## src/rtl/hk_wb_arbiter.sv

```systemverilog
// Two-master Wishbone arbiter for the housekeeping register slave.
// Round-robin grant held for a whole bus cycle, with a stuck-slave timeout that returns err to the owner.
module hk_wb_arbiter #(
  parameter int unsigned TIMEOUT_CYCLES = 255,
  parameter int unsigned CNT_W          = 16
) (
  input  logic        wb_clk_i,
  input  logic        porb,

  input  logic        m0_cyc_i,
  input  logic        m0_stb_i,
  input  logic        m0_we_i,
  input  logic [3:0]  m0_sel_i,
  input  logic [31:0] m0_adr_i,
  input  logic [31:0] m0_dat_i,
  output logic        m0_ack_o,
  output logic        m0_err_o,
  output logic [31:0] m0_dat_o,

  input  logic        m1_cyc_i,
  input  logic        m1_stb_i,
  input  logic        m1_we_i,
  input  logic [3:0]  m1_sel_i,
  input  logic [31:0] m1_adr_i,
  input  logic [31:0] m1_dat_i,
  output logic        m1_ack_o,
  output logic        m1_err_o,
  output logic [31:0] m1_dat_o,

  output logic        s_cyc_o,
  output logic        s_stb_o,
  output logic        s_we_o,
  output logic [3:0]  s_sel_o,
  output logic [31:0] s_adr_o,
  output logic [31:0] s_dat_o,
  input  logic        s_ack_i,
  input  logic [31:0] s_dat_i,

  output logic [1:0]  grant_o,
  output logic        busy_o
);

  typedef enum logic [1:0] {
    IDLE = 2'd0,
    OWN  = 2'd1,
    ERR  = 2'd2
  } state_t;

  localparam logic [CNT_W-1:0] TERM_CNT = CNT_W'(TIMEOUT_CYCLES);

  state_t           state, state_nxt;
  logic             owner, owner_nxt;
  logic             last_owner, last_owner_nxt;
  logic [CNT_W-1:0] cnt, cnt_nxt, cnt_inc;
  logic             err_q, err_nxt;

  logic             req0, req1, pick;
  logic             own_cyc, own_stb, own_we;
  logic [3:0]       own_sel;
  logic [31:0]      own_adr, own_dat;
  logic             in_own, stall, fwd_ack;

  assign req0 = m0_cyc_i & m0_stb_i;
  assign req1 = m1_cyc_i & m1_stb_i;

  // On a tie the master that did not own last time wins; otherwise the lone requester.
  assign pick = (req0 & req1) ? ~last_owner : req1;

  always_comb begin
    if (owner) begin
      own_cyc = m1_cyc_i;
      own_stb = m1_stb_i;
      own_we  = m1_we_i;
      own_sel = m1_sel_i;
      own_adr = m1_adr_i;
      own_dat = m1_dat_i;
    end else begin
      own_cyc = m0_cyc_i;
      own_stb = m0_stb_i;
      own_we  = m0_we_i;
      own_sel = m0_sel_i;
      own_adr = m0_adr_i;
      own_dat = m0_dat_i;
    end
  end

  assign in_own  = (state == OWN);
  assign stall   = in_own & own_stb & ~s_ack_i;
  assign cnt_inc = cnt + 1'b1;

  always_comb begin
    state_nxt      = state;
    owner_nxt      = owner;
    last_owner_nxt = last_owner;
    cnt_nxt        = '0;
    err_nxt        = 1'b0;
    unique case (state)
      IDLE: begin
        if (req0 | req1) begin
          owner_nxt      = pick;
          last_owner_nxt = pick;
          state_nxt      = OWN;
        end
      end
      OWN: begin
        // Dropping cyc takes priority over a timeout landing on the same edge.
        if (!own_cyc) begin
          state_nxt = IDLE;
        end else if (stall) begin
          if (cnt_inc == TERM_CNT) begin
            state_nxt = ERR;
            err_nxt   = 1'b1;
          end else begin
            cnt_nxt = cnt_inc;
          end
        end
      end
      ERR: begin
        if (!own_cyc) state_nxt = IDLE;
      end
      default: state_nxt = IDLE;
    endcase
  end

  always_ff @(posedge wb_clk_i or negedge porb) begin
    if (!porb) begin
      state      <= IDLE;
      owner      <= 1'b0;
      last_owner <= 1'b1;
      cnt        <= '0;
      err_q      <= 1'b0;
    end else begin
      state      <= state_nxt;
      owner      <= owner_nxt;
      last_owner <= last_owner_nxt;
      cnt        <= cnt_nxt;
      err_q      <= err_nxt;
    end
  end

  always_comb begin
    s_cyc_o = 1'b0;
    s_stb_o = 1'b0;
    s_we_o  = 1'b0;
    s_sel_o = '0;
    s_adr_o = '0;
    s_dat_o = '0;
    if (in_own) begin
      s_cyc_o = own_cyc;
      s_stb_o = own_stb;
      s_we_o  = own_we;
      s_sel_o = own_sel;
      s_adr_o = own_adr;
      s_dat_o = own_dat;
    end
  end

  // Return path depends only on registered owner/state, never on the other master's inputs.
  assign fwd_ack  = in_own & s_ack_i;

  assign m0_ack_o = fwd_ack & ~owner;
  assign m1_ack_o = fwd_ack &  owner;
  assign m0_err_o = err_q & ~owner;
  assign m1_err_o = err_q &  owner;
  assign m0_dat_o = (in_own & ~owner) ? s_dat_i : '0;
  assign m1_dat_o = (in_own &  owner) ? s_dat_i : '0;

  assign busy_o   = (state != IDLE);
  assign grant_o  = busy_o ? {owner, ~owner} : 2'b00;

endmodule

```

## config.mk

```make
export PLATFORM = sky130hd
export DESIGN_NAME = hk_wb_arbiter
export DESIGN_NICKNAME = d
export VERILOG_FILES = /design/src/rtl/hk_wb_arbiter.sv
export SDC_FILE = /design/constraint.sdc
export NUM_CORES = 1
export LEC_CHECK = 0
export BUFFER_PORTS_ARGS = -buffer_cell sky130_fd_sc_hd__buf_2
export CAP_MARGIN = 40
export CORE_AREA = 3 3 124 126
export DETAILED_ROUTE_END_ITERATION = 10
export DIE_AREA = 0 0 127 129
export SLEW_MARGIN = 20
export SYNTH_ARGS = -nofsm -noshare
export SYNTH_HDL_FRONTEND = slang
export SYNTH_SLANG_ARGS = --single-unit
```

## constraint.sdc

```tcl
create_clock -name wb_clk_i -period 4.58 [get_ports wb_clk_i]
set_clock_uncertainty 0.2 [all_clocks]
set_input_delay 0 -clock wb_clk_i [delete_from_list [all_inputs] [get_ports wb_clk_i]]
set_output_delay 0 -clock wb_clk_i [all_outputs]
set_load 0.01 [all_outputs]
```

# == Word level (Yosys, flattened, before mapping) ==
# Cells that the tools add are included.
# totals
regBits,21
inputBits,177
out_inout_bits,142
wordCells,63
# classes
add_sub_neg,1
n_eq_ne,7
mux,30
bitwise_logic,16
n_reduce_logical,4
# op_table
op,n
$mux W32,6
$mux W16,4
$add A16 B1 Y16 const B,1
$eq A16 B8 Y1 const B,1
$and A1 B1 Y1,12
$mux W2,6
$mux W1,11
$mux W4,2
$ne A3 B2 Y1 const B,2
$pmux W2 S3,1
$ne A2 B2 Y1 const B,2
$reduce_and A4 Y1,1
$not A1 Y1,3
$eq A2 B1 Y1 const B,1
$eq A2 B2 Y1 const B,1
$logic_not A2 Y1,1
$reduce_and A2 Y1,1
$reduce_bool A2 Y1,1
$or A1 B1 Y1,1

# == Logic depth before layout (Yosys ltp) ==
# Gate-level depths: netlist of run 1.
# logic_depth
ltp_word,6
ltp_mapped,8
ltp_nobuf,6

# == Worst setup path after synthesis of run 1 ==
# OpenSTA, ideal clock, no wires.
# synth_path
kind,register to register
startpoint,reg cnt[1]
endpoint,reg state[1]
arrival_ps,1948
required_ps,4260
slack_ps,2312
path_stages_with_launch,7
n_path_buf,0
period_less_slack_ps,2268
path_cell_list,dfrtp_1 -> ha_1 -> nand4_1 -> o31a_1 -> nor3_1 -> nor3_1 -> a31o_2
# synth_between
elab_chain_len,4
# synth_rtl
item,line_no,rtl
"start, declared",54,"logic [CNT_W-1:0] cnt, cnt_nxt, cnt_inc;"
"start signal, assigned",136,cnt <= cnt_nxt;
$add A16 B1 Y16,89,assign cnt_inc = cnt + 1'b1;
$eq A16 B8 Y1,110,if (cnt_inc == TERM_CNT) begin
$ne A3 B2 Y1 (no line),n/a,
$reduce_and A4 Y1 (no line),n/a,
"end signal, assigned",133,state <= state_nxt;
"end, declared",51,"state_t state, state_nxt;"
# Every way passes these cells.
# A chain may end at the register's enable or synchronous reset.

# == Worst setup path in the final report of run 1 ==
# layout_path
startpoint,reg owner
endpoint,out m0_dat_o[8]
# layout_between
elab_chain_len,3
# layout_rtl
item,line_no,rtl
"start, declared",52,"logic owner, owner_nxt;"
"start signal, assigned",134,owner <= owner_nxt;
$not A1 Y1,165,assign m0_dat_o = (in_own & ~owner) ? s_dat_i : '0;
$and A1 B1 Y1,165,
$mux W32,165,
"end, declared",18,"output logic [31:0] m0_dat_o,"
# Every way passes these cells.

==> results of run 1 <==
final timing paths:
| check | start | endpoint | cells after the start |
|---|---|---|---|
| max reg2reg | cnt[0] | cnt[1] | 6 |
| min | m0_cyc_i | state[0] | 5 |
| min in group asynchronous | porb | cnt[14] | 2 |
| max | owner | m0_dat_o[8] | 5 |
| max in group asynchronous | porb | owner | 2 |
| min reg2reg | cnt[12] | cnt[12] | 2 |
state kept, by name, indices dropped and copies added (netlist names):
name and flops:
owner 1, state 2, last_owner 1, err_q 1, cnt 16
power groups by stage:
| stage | combinational, mW | sequential (mW) | clock [mW] |
|---|---|---|---|
| after floorplan | 0.879 | 0.212 | 0 |
| after global routing | 1.47 | 0.300 | 0.204 |
| after global placement | 1.35 | 0.295 | 0 |
| after CTS | 1.38 | 0.292 | 0.189 |
| final | 1.36 | 0.290 | 0.187 |
| after detailed placement | 1.36 | 0.295 | 0 |
through the flow:
step                 util  hold slack (ns)
floorplan               -           -0.496
detailed placement  0.315           -0.212
CTS                 0.325         0.000779
global placement    0.314           -0.214
finish              0.325         -0.00106
global route        0.325           0.0328
metal layers:
| metal | share of wire | GRT usage |
|---|---|---|
| met4 | 0.0080 | 0.0202 |
| met2 | 0.49 | 0.237 |
| met5 | 0.00098 | 0 |
| met1 | 0.43 | 0.192 |
| met3 | 0.062 | 0.0208 |
synth_stat cells, drive strengths merged, types with 2 or more instances:
cell type  instances  area, um^2
a211oi             9        67.6
a21oi              5        25.0
and2              35         219
and3              34         213
and3b              2        17.5
buf                8        50.0
clkbuf            24        90.1
dfrtp             20         500
ha                 2        25.0
inv                5        18.8
mux2i             71         711
nand2             11        41.3
nand3              5        37.5
nand4              4        25.0
nor2              90         338
nor2b              4        25.0
nor3               7        35.0
nor4               8        71.3
o21ai              4        20.0
o31a               2        17.5
or3                2        12.5
xnor2              9        78.8
xor2               3        26.3
worst max-delay path, stage by stage (launching register included):
cell and delay, ns:
dfrtp_4 0.86, buf_4 0.75, nor2_1 0.12, buf_4 0.26, and2_1 0.21, buf_2 0.14
area by class of cell:
| cell class | instances | area, um^2 |
|---|---|---|
| Clock buffer | 4 | 78.8 |
| Fill cell | 1572 | 9740 |
| Inverter | 5 | 18.8 |
| Multi-Input combinational cell | 322 | 2140 |
| Sequential cell | 21 | 531 |
| Tap cell | 184 | 230 |
| Timing Repair Buffer | 328 | 1690 |
what timing repair did:
action	4_1_cts	5_1_grt
hold endpoints to repair	24	0
hold buffers	6	0
resized for setup	0	0
cells by family (layout without fill, tap and decap cells):
group | after synthesis | after routing | share of synthesized area
AND/OR/NAND/NOR | 207 | 207 | 0.381
multiplexers | 72 | 72 | 0.256
buffers and inverters | 37 | 337 | 0.0563
AO/OA/AOI/OAI | 29 | 29 | 0.0741
flip-flops | 21 | 21 | 0.187
XOR/XNOR | 12 | 12 | 0.0373
adder cells (fa/ha/maj) | 2 | 2 | 0.00887
==> out/summary.txt, run 1 <==
violated checks: negative hold slack
first-pass GRT wire length: 18500 um
sequential share of power: 0.158
io pins: 319
Cell Int Power: 0.930 mW
Via density: 4.40
Setup Crit Path Kind: reg -> out
drt total wl: 13300 um
GRT overflow: 0
Final Wtd Congestion: 0.834
static leakage: 2.67 nW
Main synth FF type: dfrtp_1
WP data arrival: 2.65 ns
Die ar.: 0.0164 mm^2
drt pass-1 iters: 5
initial antenna violation count: 1
Final ANT Viol Nets: 0
synth-to-layout area growth: 66.2%
crit end category: output pin
synth warn: 0
Mapped Area: 0.00282 mm^2
ys async rst share: 1.00
Mean Syn Cell Area: 7.42 um^2
clk buf depth: 2
max capacitance violation total: 0
Max FO, Critical Path: 62
Iter 0 DRT Violations: 136
CP Data Required Time: 4.38 ns
R2R Setup Slk: 1.91 ns
design area: 0.00469 mm^2
DR vias: 3804
clock power share: 0.102
CTS tree: done
core area: 0.0144 mm^2
final cell count without fillers: 864
status: finished with violations
power per standard cell area: 392 mW/mm^2
Die W: 127 um
Synth Register Bits: 21
Setup TNS Final: 0 ns
post-CTS setup buffer count: 0
power consumption: 1.84 mW
worst skew pair latency: 0.26 ns
Final Critical Period: 2.85 ns
layout cells sized above 1: 0.497
crit start category: flop
Hold WS: -0.00106 ns
Initial Util: 0.196
combinational cell fraction of total power: 0.740
Tightest Pin Transition: 0.793 ns
Mapped Cells: 380
most common cell after layout, fill and taps aside: buf_2
RSZ-0062 raised after global routing: false
Switching Fraction: 0.494
Unique masters post-synth: 45
# clock sinks: 21
Fin. Hold Viols: 1
H-tree depth: 1
commonest non-fill, non-tap cells in the layout: 318 x buf_2, 90 x nor2_1, 71 x mux2i_1
Post-synth EDFFs: 0
Port Buffer Count: 318
dpl ws: 1.93 ns
number of global-route vias before repair: 3297
placed cells: 854
CTS clock-pin slew for the worst setup and hold paths: 0.06 ns
fin nets: 860
clk root buf: clkbuf_16
maximum VDD drop: 0.176 mV
Avg WL per Cell: 15.3 um
final worst slack: 1.73 ns
cts bufs inserted: 3
largest net degree at the start of global routing: 73
Hold WC Path Type: in -> reg
Slew HR: 0.471
Seq/Total Area, Yosys: 0.187
DRC: 0
dpl hpwl: 10800 um
die extent in y: 129 um
GRT Overall Usage: 0.139
syn nets: 559
fmax: 0.351 GHz
diodes inserted: 0
count of final setup violators: 0
Area after DPL: 0.00455 mm^2
Tcrit/Tclk final: 0.622
number of core rows: 44
Final Max Slew Viols: 0
net switching power: 0.909 mW
(Power assumes the default switching activity.)
==> inputs of run 2 (changes only) <==
--- a/config.mk
+++ b/config.mk
@@ -5,11 +5,12 @@
 export SDC_FILE = /design/constraint.sdc
 export NUM_CORES = 1
 export LEC_CHECK = 0
+export ABC_AREA = 1
 export BUFFER_PORTS_ARGS = -buffer_cell sky130_fd_sc_hd__buf_2
 export CAP_MARGIN = 40
-export CORE_AREA = 3 3 124 126
+export CORE_AREA = 3 3 122 124
 export DETAILED_ROUTE_END_ITERATION = 10
-export DIE_AREA = 0 0 127 129
+export DIE_AREA = 0 0 125 127
 export SLEW_MARGIN = 20
 export SYNTH_ARGS = -nofsm -noshare
 export SYNTH_HDL_FRONTEND = slang
==> constraint.sdc (replaced) <==
create_clock -name wb_clk_i -period 2.7 [get_ports wb_clk_i]
set_clock_uncertainty 0.2 [all_clocks]
set_input_delay 0 -clock wb_clk_i [delete_from_list [all_inputs] [get_ports wb_clk_i]]
set_output_delay 0 -clock wb_clk_i [all_outputs]
set_load 0.01 [all_outputs]
==> out/summary.txt, run 2 <==
status: finished with violations
violated checks: negative hold slack
ys async rst share: 1.00 (unchanged)
layout cells sized above 1: 0.491 (-0.00558)
DRC: 0 (unchanged)
Tightest Pin Transition: 0.681 ns (-0.112 ns)
power per standard cell area: 823 mW/mm^2 (+110%)
max capacitance violation total: 0 (unchanged)
Hold WC Path Type: in -> reg
clk root buf: clkbuf_16
end-of-flow core utilization: 0.315 (-0.00982)
Initial Util: 0.176 (-0.0195)
XOR/XNOR share of the synthesized area: 0.00358 (-0.0337)
Final Max Slew Viols: 0 (unchanged)
Max FO, Critical Path: 6 (-90%)
Final ANT Viol Nets: 0 (unchanged)
CP Buf/Inv Count: 1 (-2)
post-CTS setup buffer count: 0 (unchanged)
number of global-route vias before repair: 3854 (+17%)
syn nets: 574 (+2.7%)
Final Wtd Congestion: 0.884 (+6.1%)
drt pass-1 iters: 4 (-1)
Cell Int Power: 1.74 mW (+87%)
cts bufs inserted: 3 (unchanged)
crit start category: flop
io pins: 319 (unchanged)
static leakage: 2.68 nW (+0.29%)
Fin. Hold Viols: 1 (unchanged)
dpl ws: 0.518 ns (-1.42 ns)
simple-gate share of the synthesized area: 0.357 (-0.0238)
Synth Register Bits: 21 (unchanged)
number of core rows: 43 (-2.3%)
final worst slack: 0.271 ns (-1.46 ns)
fmax: 0.412 GHz
synth warn: 0 (unchanged)
post-synthesis compound-gate area fraction: 0.272 (+0.198)
Tcrit/Tclk final: 0.899
most common cell after layout, fill and taps aside: buf_2
share of the synthesized area in the top cell type: 0.247 (-0.00468)
post-synthesis adder-cell area fraction: 0.0102 (+0.00137)
largest family of logic cells by synthesized area: simple AND/OR/NAND/NOR gates
post-synth top area cell: a22o_1
count of final setup violators: 0 (unchanged)
Die ar.: 0.0159 mm^2 (-3.1%)
Hold WS: -0.0374 ns (-0.0364 ns)
WP data arrival: 2.36 ns (-0.29 ns)
CTS tree: done
worst skew pair latency: 0.25 ns (about the same)
Setup Crit Path Kind: reg -> reg
Slew HR: 0.546 (+0.0745)
Switching Fraction: 0.518 (+0.0233)
Fill cells: 1562 (-0.64%)
fin nets: 884 (+2.8%)
Most flops, register: cnt
largest net degree at the start of global routing: 70 (-4.1%)
commonest non-fill, non-tap cells in the layout: 318 x buf_2, 109 x nor2_1, 69 x a22o_1
synth-to-layout area growth: 79.0%
Die W: 125 um (-1.6%)
clk buf depth: 2 (unchanged)
Setup TNS Final: 0 ns (unchanged)
Crit-path slowest cell: dlygate4sd3_1
critical path's top delay family: simple AND/OR/NAND/NOR gates
Unique masters post-synth: 27 (-40%)
initial antenna violation count: 0 (-1)
R2R Setup Slk: 0.27 ns (-1.64 ns)
net switching power: 1.86 mW (+100%)
critical-path cell list: ha_2 -> nand3_2 -> o21bai_1 -> nand2_1 -> nor2_1 -> nand2_1 -> nor2_1 -> nand3_1 -> nand2_1 -> nand3_1 -> dlygate4sd3_1
CP Data Required Time: 2.63 ns (-1.75 ns)
post-synthesis mux area share: 0.00410 (-0.252)
crit end category: flop
drt total wl: 15200 um (+15%)
sequential share of power: 0.104 (-0.054)
Mapped Area: 0.00244 mm^2 (-13%)
Largest register FFs: 16 (unchanged)
first-pass GRT wire length: 21800 um (+18%)
Critical Path Most Common Cell: nand2_1
die extent in y: 127 um (-1.6%)
GRT overflow: 0 (unchanged)
top post-synthesis cells by area: a22o_1 25%, dfrtp_1 20%, nor2_1 17%, inv_1 9.4%, nand2_1 8.6%
dpl hpwl: 13400 um (+24%)
placed cells: 874 (+2.3%)
Iter 0 DRT Violations: 184 (+35%)
RSZ-0062 raised after global routing: false
Avg WL per Cell: 17.2 um (+12%)
Via density: 4.38 (-0.42%)
Top Registers: cnt x16, state x2
GRT Overall Usage: 0.176 (+0.0365)
Post-synth EDFFs: 0 (unchanged)
Mapped Cells: 395 (+3.9%)
Port Buffer Count: 318 (unchanged)
Mean Syn Cell Area: 6.19 um^2 (-17%)
Main synth FF type: dfrtp_1
final cell count without fillers: 885 (+2.4%)
Final Critical Period: 2.43 ns
CTS clock-pin slew for the worst setup and hold paths: 0.06 ns (about the same)
core area: 0.0139 mm^2 (-3.8%)
maximum VDD drop: 0.514 mV (+190%)
power consumption: 3.60 mW (+96%)
most frequent cells after synthesis: 109 x nor2_1, 69 x a22o_1, 61 x inv_1
# clock sinks: 21 (unchanged)
most frequent cell after synthesis: nor2_1
max incr delay on CP: 0.55 ns (-0.31 ns)
clock power share: 0.086 (-0.016)
H-tree depth: 1 (unchanged)
combinational cell fraction of total power: 0.810 (+0.070)
Seq/Total Area, Yosys: 0.216 (+0.0288)
DR vias: 3880 (+2.0%)
[run 2: changes by cell type after synthesis, moves of 19 or more]
| cell | change |
|---|---|
| a22o_1 | +69 |
| nand2_1 | +45 |
| mux2i_1 | -70 |
| inv_1 | +56 |
| and3_1 | -34 |
| and2_1 | -35 |
| nor2_1 | +19 |
[run 2: layer usage]
metal,up-vias,share of wire,track usage
li1,1910,-,-
met5,-,0,0
met4,0,0.030,0.0580
met3,14,0.072,0.0284
met2,202,0.50,0.318
met1,1754,0.39,0.213
[run 2: what timing repair did]
action                                  in CTS  in global routing
hold buffers                                 7                  0
resized for setup                            0                  3
endpoints found under the hold margin       25                  0
endpoints found under the setup margin       0                  2
[run 2: logic make-up after synthesis]
kind of cell / Yosys count
xor gates and xnor gates: 1
and+or+nand+nor: 205
AOI/OAI and AO/OA: 79
buffers and inverters: 86
muxes: 1
adders and majority gates: 2
DFF: 21
[run 2: cell type report]
| class | count | area [um^2] | share of cell area |
|---|---|---|---|
| repair buffers | 327 | 1710 | 0.390 |
| multi-input cells | 288 | 1590 | 0.364 |
| flip-flops and latches | 21 | 528 | 0.121 |
| inverters | 64 | 240 | 0.0549 |
| well taps | 180 | 225 | 0.0515 |
| clock buffers | 4 | 78.8 | 0.0180 |
| diodes | 1 | 2.50 | 0.000572 |
[run 2: worst min-delay path, delay by kind of cell]
family | cells | cell delay (ns)
compound gates | 2 | 0.18
simple gates | 2 | 0.11
buf+inv | 1 | 0.10
[run 2: path summary, 6_finish.rpt]
kind	startpoint	to	depth (start not counted)
setup / recovery	cnt[0]	state[0]	11
hold / removal	m1_cyc_i	last_owner	5
setup reg to reg	cnt[0]	state[0]	11
hold reg to reg	cnt[0]	cnt[0]	1
max in group asynchronous	porb	last_owner	2
min in group asynchronous	porb	cnt[1]	2
[run 2: metrics by stage]
stage               instance area, um^2  hold WS [ns]
floorplan                          2440        -0.496
global placement                   4200        -0.210
detailed placement                 4230        -0.208
CTS                                4380        0.0318
global route                       4370        0.0115
finish                             4370       -0.0374
[run 2: power by group through the flow]
stage	Clock, mW	Sequential [mW]	Combinational, mW
floorplan	0	0.359	1.60
global placement	0	0.377	2.89
detailed placement	0	0.380	2.91
CTS	0.318	0.374	2.96
global route	0.326	0.377	3.16
finish	0.310	0.373	2.91
